File: config.mk
export PLATFORM = sky130hd
export DESIGN_NAME = sg_spi_rx
export DESIGN_NICKNAME = d
export VERILOG_FILES = /design/src/rtl/sg_spi_rx.sv
export SDC_FILE = /design/constraint.sdc
export NUM_CORES = 1
export LEC_CHECK = 0
export BUFFER_PORTS_ARGS = -buffer_cell sky130_fd_sc_hd__buf_4
export CORE_ASPECT_RATIO = 0.6
export CORE_MARGIN = 10
export CORE_UTILIZATION = 30
export CTS_BUF_LIST = sky130_fd_sc_hd__clkbuf_2 sky130_fd_sc_hd__clkbuf_4 sky130_fd_sc_hd__clkbuf_8
export CTS_CLUSTER_SIZE = 20
export DETAILED_ROUTE_END_ITERATION = 7
export GPL_TIMING_DRIVEN = 0
export RECOVER_POWER = 25
export SLEW_MARGIN = 20
export SYNTH_ARGS = -nofsm -noshare
export SYNTH_HDL_FRONTEND = slang
export SYNTH_SLANG_ARGS = --single-unit
File: constraint.sdc
create_clock -name clk -period 5.4 [get_ports clk]
set_clock_uncertainty 0.05 [all_clocks]
set_input_delay 0.27 -clock clk [delete_from_list [all_inputs] [get_ports clk]]
set_output_delay 0.27 -clock clk [all_outputs]
set_load 0.01 [all_outputs]
File: src/rtl/sg_spi_rx.sv
// sg_spi_rx: SPI responder for the sine-generator serial link.
// Oversamples FSYNC/SCLK/SDATA on clk, assembles 16-bit MSB-first words and
// decodes control, FREQ0/1 and PHASE0/1 writes into shadow registers.
// Optional macro SGRX_WORD_COUNT_EN builds a saturating accepted-word counter;
// without it word_count is tied to zero.
module sg_spi_rx #(
  parameter int unsigned SYNC_STAGES = 2,
  parameter logic [15:0] CTRL_RST    = 16'h0100
) (
  input  logic        clk,
  input  logic        reset,
  input  logic        SGFSYNC,
  input  logic        SGSPI_CLK,
  input  logic        SGDIN,
  output logic        word_dv,
  output logic [15:0] word_data,
  output logic [15:0] ctrl_reg,
  output logic        dds_reset,
  output logic [27:0] freq0,
  output logic [27:0] freq1,
  output logic [11:0] phase0,
  output logic [11:0] phase1,
  output logic        freq_update,
  output logic        frame_err,
  output logic [15:0] word_count
);

  localparam int unsigned WORD_W = 16;
  localparam int unsigned CNT_W  = 4;

  // ST_WAIT holds off after reset until FSYNC is seen high, so a frame that
  // was already running when reset arrived is never picked up half-way.
  typedef enum logic [1:0] {
    ST_WAIT  = 2'd0,
    ST_IDLE  = 2'd1,
    ST_SHIFT = 2'd2
  } state_t;

  state_t state, state_nxt;

  logic [SYNC_STAGES-1:0] fsync_q, sclk_q, sdin_q;
  logic                   fsync_d1, sclk_d1;
  logic                   fsync_s, sclk_s, sdin_s;
  logic                   fsync_fall_c, fsync_rise_c, sclk_fall_c;
  logic                   shift_en_c, frame_err_c, word_done_c;

  logic [WORD_W-1:0]      shreg;
  logic [CNT_W-1:0]       bit_cnt;
  logic [WORD_W-1:0]      word_c;
  logic [13:0]            d_c;

  logic                   lsb_pending;
  logic                   pend_tgt;
  logic [13:0]            pend_lsb;

  assign fsync_s = fsync_q[SYNC_STAGES-1];
  assign sclk_s  = sclk_q[SYNC_STAGES-1];
  assign sdin_s  = sdin_q[SYNC_STAGES-1];

  assign fsync_fall_c = fsync_d1 & ~fsync_s;
  assign fsync_rise_c = ~fsync_d1 & fsync_s;
  assign sclk_fall_c  = sclk_d1 & ~sclk_s;

  assign word_c = {shreg[WORD_W-2:0], sdin_s};
  assign d_c    = word_c[13:0];

  assign dds_reset = ctrl_reg[8];

  // Equal-depth synchronizers plus one delay stage for edge detection.
  always_ff @(posedge clk) begin
    if (reset) begin
      fsync_q  <= '0;
      sclk_q   <= '1;
      sdin_q   <= '0;
      fsync_d1 <= 1'b0;
      sclk_d1  <= 1'b1;
    end else begin
      fsync_q  <= {fsync_q[SYNC_STAGES-2:0], SGFSYNC};
      sclk_q   <= {sclk_q[SYNC_STAGES-2:0], SGSPI_CLK};
      sdin_q   <= {sdin_q[SYNC_STAGES-2:0], SGDIN};
      fsync_d1 <= fsync_s;
      sclk_d1  <= sclk_s;
    end
  end

  // Frame state register.
  always_ff @(posedge clk) begin
    if (reset) state <= ST_WAIT;
    else       state <= state_nxt;
  end

  // Frame next-state; an SCLK fall coinciding with the FSYNC rise is dropped.
  always_comb begin
    state_nxt   = state;
    shift_en_c  = 1'b0;
    frame_err_c = 1'b0;
    case (state)
      ST_WAIT: begin
        if (fsync_s) state_nxt = ST_IDLE;
      end
      ST_IDLE: begin
        if (fsync_fall_c) state_nxt = ST_SHIFT;
      end
      ST_SHIFT: begin
        if (fsync_rise_c) begin
          state_nxt   = ST_IDLE;
          frame_err_c = (bit_cnt != '0);
        end else if (sclk_fall_c) begin
          shift_en_c = 1'b1;
        end
      end
      default: state_nxt = ST_WAIT;
    endcase
  end

  assign word_done_c = shift_en_c && (bit_cnt == CNT_W'(15));

  // Bit shifter and counter; counter wraps after 16 bits so frames may carry several words.
  always_ff @(posedge clk) begin
    if (reset) begin
      shreg   <= '0;
      bit_cnt <= '0;
    end else if (shift_en_c) begin
      shreg   <= word_c;
      bit_cnt <= bit_cnt + CNT_W'(1);
    end else if (state != ST_SHIFT || fsync_rise_c) begin
      bit_cnt <= '0;
    end
  end

  // Word output and register decode, both effective in the word_dv cycle.
  always_ff @(posedge clk) begin
    if (reset) begin
      word_dv     <= 1'b0;
      word_data   <= '0;
      ctrl_reg    <= CTRL_RST;
      freq0       <= '0;
      freq1       <= '0;
      phase0      <= '0;
      phase1      <= '0;
      freq_update <= 1'b0;
      frame_err   <= 1'b0;
      lsb_pending <= 1'b0;
      pend_tgt    <= 1'b0;
      pend_lsb    <= '0;
    end else begin
      word_dv     <= 1'b0;
      freq_update <= 1'b0;
      frame_err   <= frame_err_c;
      if (word_done_c) begin
        word_dv   <= 1'b1;
        word_data <= word_c;
        case (word_c[15:14])
          2'b00: begin
            ctrl_reg    <= word_c;
            lsb_pending <= 1'b0;
          end
          2'b01, 2'b10: begin
            // word_c[15] is 0 for FREQ0 and 1 for FREQ1
            if (ctrl_reg[13]) begin
              if (lsb_pending && (pend_tgt == word_c[15])) begin
                if (word_c[15]) freq1 <= {d_c, pend_lsb};
                else            freq0 <= {d_c, pend_lsb};
                freq_update <= 1'b1;
                lsb_pending <= 1'b0;
              end else begin
                pend_lsb    <= d_c;
                pend_tgt    <= word_c[15];
                lsb_pending <= 1'b1;
              end
            end else begin
              if (word_c[15]) begin
                if (ctrl_reg[12]) freq1[27:14] <= d_c;
                else              freq1[13:0]  <= d_c;
              end else begin
                if (ctrl_reg[12]) freq0[27:14] <= d_c;
                else              freq0[13:0]  <= d_c;
              end
              freq_update <= 1'b1;
            end
          end
          default: begin
            if (word_c[13]) phase1 <= word_c[11:0];
            else            phase0 <= word_c[11:0];
          end
        endcase
      end
    end
  end

`ifdef SGRX_WORD_COUNT_EN
  logic [15:0] word_cnt_q;

  // Saturating count of accepted words; a control word with bit 8 set clears it.
  always_ff @(posedge clk) begin
    if (reset) begin
      word_cnt_q <= '0;
    end else if (word_done_c && (word_c[15:14] == 2'b00) && word_c[8]) begin
      word_cnt_q <= '0;
    end else if (word_done_c && (word_cnt_q != 16'hFFFF)) begin
      word_cnt_q <= word_cnt_q + 16'd1;
    end
  end

  assign word_count = word_cnt_q;
`else
  assign word_count = 16'h0000;
`endif

endmodule

# == Word level (Yosys, flattened, before mapping) ==
# Index checks and enable logic that the tools add are counted.
# word_totals
register_bits,160
in_bits,5
out_inout_bits,132
elab_cells,101
# op_classes
n_addsub,1
n_eq_ne,16
mux,25
bitwise,13
n_reduce_logical,24
# ops
operator,count
two-way mux 28 bit,8
two-way mux 14 bit,2
AND reduction 6 bit,4
"!= test 2 bit, second input constant",8
AND reduction 3 bit,4
inverter 1 bit,10
OR reduction 3 bit,3
two-way mux 1 bit,8
two-way mux 4 bit,2
nonzero test 2 bit,4
two-way mux 2 bit,3
one-hot mux 2 bit (3 select lines),1
"adder 4 x 1 -> 4 bit, second input constant",1
"equality test 2 x 1 -> 1 bit, second input constant",2
"equality test 2 bit, second input constant",2
"equality test 4 bit, second input constant",1
zero test 2 bit,2
"!= test 2 x 1 -> 1 bit, second input constant",2
AND reduction 4 bit,1
nonzero test 4 bit,1
AND 1 bit,3
logical AND 1 bit,2
one-hot mux 1 bit (2 select lines),1
AND reduction 2 bit,1
other kinds (3),3

# == Depth between registers and ports, before layout ==
# logic_depth
ltp_word,8
depth_mapped,9
depth_no_buf,6

# == Least setup slack after synthesis ==
# OpenSTA, ideal clock, no wires.
# synth_path
path_type,flip-flop to flip-flop
startpoint,register shreg[14]
endpoint,register freq1[18]
setup_ps,72
arrival_time_ps,1868
t_required_ps,5278
path_slack_ps,3410
path_stages_with_launch,10
n_path_buf,3
period_less_slack_ps,1990
cell_sequence,dfxtp_1 -> buf_2 -> inv_1 -> ha_1 -> and4_1 -> and4_1 -> buf_4 -> nand2_2 -> buf_6 -> mux2i_1
# synth_between
elab_chain_cells,4
word_cells_on_any_way,9
classes_between,eq/ne: 5; reduce/logical: 4
# synth_rtl
item,line,text
start: declaration,47,logic [WORD_W-1:0] shreg;
start signal: assignment,124,shreg <= word_c;
equality test 1 bit,161,if (lsb_pending && (pend_tgt == word_c[15])) begin
logical AND 1 bit,161,
!= test 2 bit (no line) / != test 2 x 1 -> 1 bit (equally long branches),--,
AND reduction 6 bit (no line) (*),--,
end signal: assignment,162,"if (word_c[15]) freq1 <= {d_c, pend_lsb};"
end: declaration,20,"output logic [27:0] freq1,"
# Every way passes the cells marked *; elsewhere a longest branch is shown, timed or not.
# A chain may end at the register's enable or synchronous reset.

# == Worst setup path after layout ==
# layout_path
startpoint,register shreg[14]
endpoint,register freq1[23]
# The elaborated chain is that of the path after synthesis.

==> summary.md <==
| Metric | Value |
|---|---|
| Register area share after synthesis | 0.479 |
| Width of the die | 213 um |
| PwrDens | 268 mW/mm^2 |
| R2R depth | 9 |
| Setup TNS | 0 ns |
| Total core area | 0.0220 mm^2 |
| Internal reg-to-reg setup slack | 3.03 ns |
| Largest regs | freq0 (28), freq1 (28) |
| Placer Congestion | 0.825 |
| Crit share post-route | 0.438 |
| Fin. Hold Viols | 0 |
| Post-CTS Setup Inserts | 0 |
| Drt drc | 0 |
| # port buffers | 119 |
| Area leader, netlist | dfxtp_1 |
| Share of layout cells above drive strength 1 | 0.176 |
| Drt via density | 4.72 |
| Synth Area in Compound Gates | 0.104 |
| Overflow after GRT | 0 |
| Total CTS buffers | 17 |
| Min-delay worst type | input pin to flop |
| CP Data Required Time | 5.75 ns |
| Post-route antenna net violation count | 0 |
| Hold slack | 0.260 ns |
| Post-Synth XOR/XNOR Area | 0.00524 |
| Clock-pin slew on the worst setup and hold paths | 0.10 ns |
| Post-DP HPWL | 15.6 mm |
| Post-Synth Adder-Cell Area | 0.00749 |
| Die H | 136 um |
| Total track usage | 0.148 |
| Mapped Cells | 725 |
| Vias in the first global route | 5,602 |
| Final min period | 2.37 ns |
| Slew Limit Fails | 0 |
| Asr flop ratio synth | 0 |
| Violation count after the first detailed-routing iteration | 323 |
| Die area | 0.0289 mm^2 |
| Synthesized area | 0.00669 mm^2 |
| Initial antenna violation count | 0 |
| Pre-antenna DRT Iters | 5 |
| Crit end category | flop |
| Largest cells by area after synthesis | dfxtp_1 48%, mux2i_1 12%, nand2b_1 7.6% |
| Post-CTS resize count | 0 |
| Final Setup Violations | 0 |
| VDD IR-drop max | 0.000147 V |
| Site Rows | 42 |
| Clock sinks | 160 |
| Layout area overhead | 23.0% |
| Worst Max-Slew Pin Slew | 0.762 ns |
| Diodes inserted | 0 |
| WP data arrival | 2.72 ns |
| Longest Clk Path Bufs | 2 |
| Ports | 137 |
| DR WL/cell | 18.2 um |
| Largest net degree at the start of global routing | 17 |
| Most common cell in the netlist | dfxtp_1 |
| Max_cap viols | 0 |
| Number of synthesized flops with an enable pin | 0 |
| WS Path Type | flop to flop |
| Main combinational cell family by area after synthesis | simple AND/OR/NAND/NOR gates |
| Simple-gate area share of the yosys netlist | 0.212 |
| First-pass GRT wire length | 32.5 mm |
| Root Buffer | clkbuf_8 |
| Total power | 2.21 mW |
| Setup slack after layout | 3.03 ns |
| Multiplexer area fraction after synthesis | 0.118 |
| DP Worst Slack | 3.08 ns |
| Worst hold path stage count | 3 |
| Leak | 3.28 nW |
| Top_reg_cell synth | dfxtp_1 |
| Max Freq | 0.423 GHz |
| DR vias | 5,575 |
| Post-synth cell types | 37 |
| WL final | 21.5 mm |
| Hold Buf Count CTS | 3 |
| Clock Latency Late Sink | 0.47 ns |
| Avg Cell Area, Syn | 9.22 um^2 |
| Yosys warnings | 0 |
| CTS tree | done |
| Post-synth top area share | 0.479 |
| Status | finished clean |
| Final net count | 890 |
| Post-layout util | 0.375 |
| Startpoint types | flop |
| Top post-synthesis cells by count | 160 x dfxtp_1, 82 x a21oi_1, 81 x nand2b_1, 79 x mux2i_1, 66 x nand2_1 |
| Yosys reg bits | 160 |
| Slew HR | 0.492 |
| RSZ-0062 raised after global routing | false |
| H-tree depth | 4 |
| Initial Utilization | 0.304 |
| Crit Path Max Fanout | 10 |
==> kinds of logic (layout without fill, tap and decap cells) <==
family	after synthesis	after routing
and+or+nand+nor	248	248
AOI/OAI and AO/OA	136	136
adders and majority gates	4	4
DFF	160	160
other	1	16
muxes	79	79
buffers and inverters	93	247
xor gates and xnor gates	4	4
==> final timing paths <==
path / from / endpoint
setup reg to reg: shreg[14] / freq1[23]
hold / removal: reset / freq1[14]
hold reg to reg: sclk_q[0] / sclk_q[1]
setup / recovery: shreg[14] / freq1[23]
==> per-stage QoR <==
step,cells,cell area [um^2]
CTS,1180,8440
global route,1180,8230
floorplan,740,6740
detailed placement,1145,7990
finish,1180,8230
global placement,1145,7990
==> layer usage <==
| metal | GRT usage | vias to the layer above | wire length, um |
|---|---|---|---|
| li1 | - | 2741 | - |
| met1 | 0.202 | 2675 | 10800 |
| met2 | 0.219 | 143 | 9180 |
| met3 | 0.0441 | 16 | 1290 |
| met4 | 0.0403 | 0 | 198 |
| met5 | 0 | - | 0 |
==> critical path, stage by stage, from the launching register on <==
cell and delay [ns]:
dfxtp_1 0.35, buf_2 0.22, inv_1 0.12, ha_1 0.35, and4_1 0.23, and4_1 0.20, buf_4 0.17, nand2_2 0.18
buf_6 0.21, mux2i_1 0.21
==> where the power goes <==
part	total (mW)	leakage, nW	internal (mW)	switching [mW]
registers	1.18	1.29	1.18	0.00244
logic	0.0605	1.78	0.0254	0.0351
clock network	0.961	0.217	0.442	0.519
total	2.21	3.28	1.65	0.556
==> placed cells by master (no fill, tap or decap), types with 3 or more instances in the layout <==
| cell type | netlist | layout |
|---|---|---|
| a21oi_1 | 82 | 82 |
| and3_1 | 4 | 4 |
| and4_1 | 4 | 4 |
| buf_2 | 10 | 10 |
| buf_4 | 27 | 88 |
| buf_6 | 4 | 4 |
| clkbuf_1 | 44 | 102 |
| clkbuf_8 | 0 | 18 |
| conb_1 | 1 | 16 |
| dfxtp_1 | 160 | 160 |
| dlygate4sd3_1 | 0 | 3 |
| ha_1 | 4 | 4 |
| inv_1 | 7 | 7 |
| inv_6 | 0 | 4 |
| inv_8 | 0 | 3 |
| mux2i_1 | 79 | 79 |
| nand2_1 | 66 | 66 |
| nand2b_1 | 81 | 81 |
| nand3_1 | 24 | 24 |
| nand4_1 | 15 | 15 |
| nand4b_1 | 12 | 12 |
| nor2_1 | 8 | 8 |
| nor2b_1 | 7 | 7 |
| o21ai_0 | 49 | 49 |
| or2_2 | 17 | 17 |
| xor2_1 | 3 | 3 |
==> area by class of cell <==
class / instances / area, um^2
clock buffer: 18 / 248
inverter: 7 / 26.3
buffer: 86 / 463
fill: 2250 / 13700
multi-input combinational: 487 / 3050
timing repair buffer: 122 / 709
tap: 286 / 358
clock inverter: 14 / 173
sequential: 160 / 3200
Note: power is estimated with default switching activity, not from simulation.
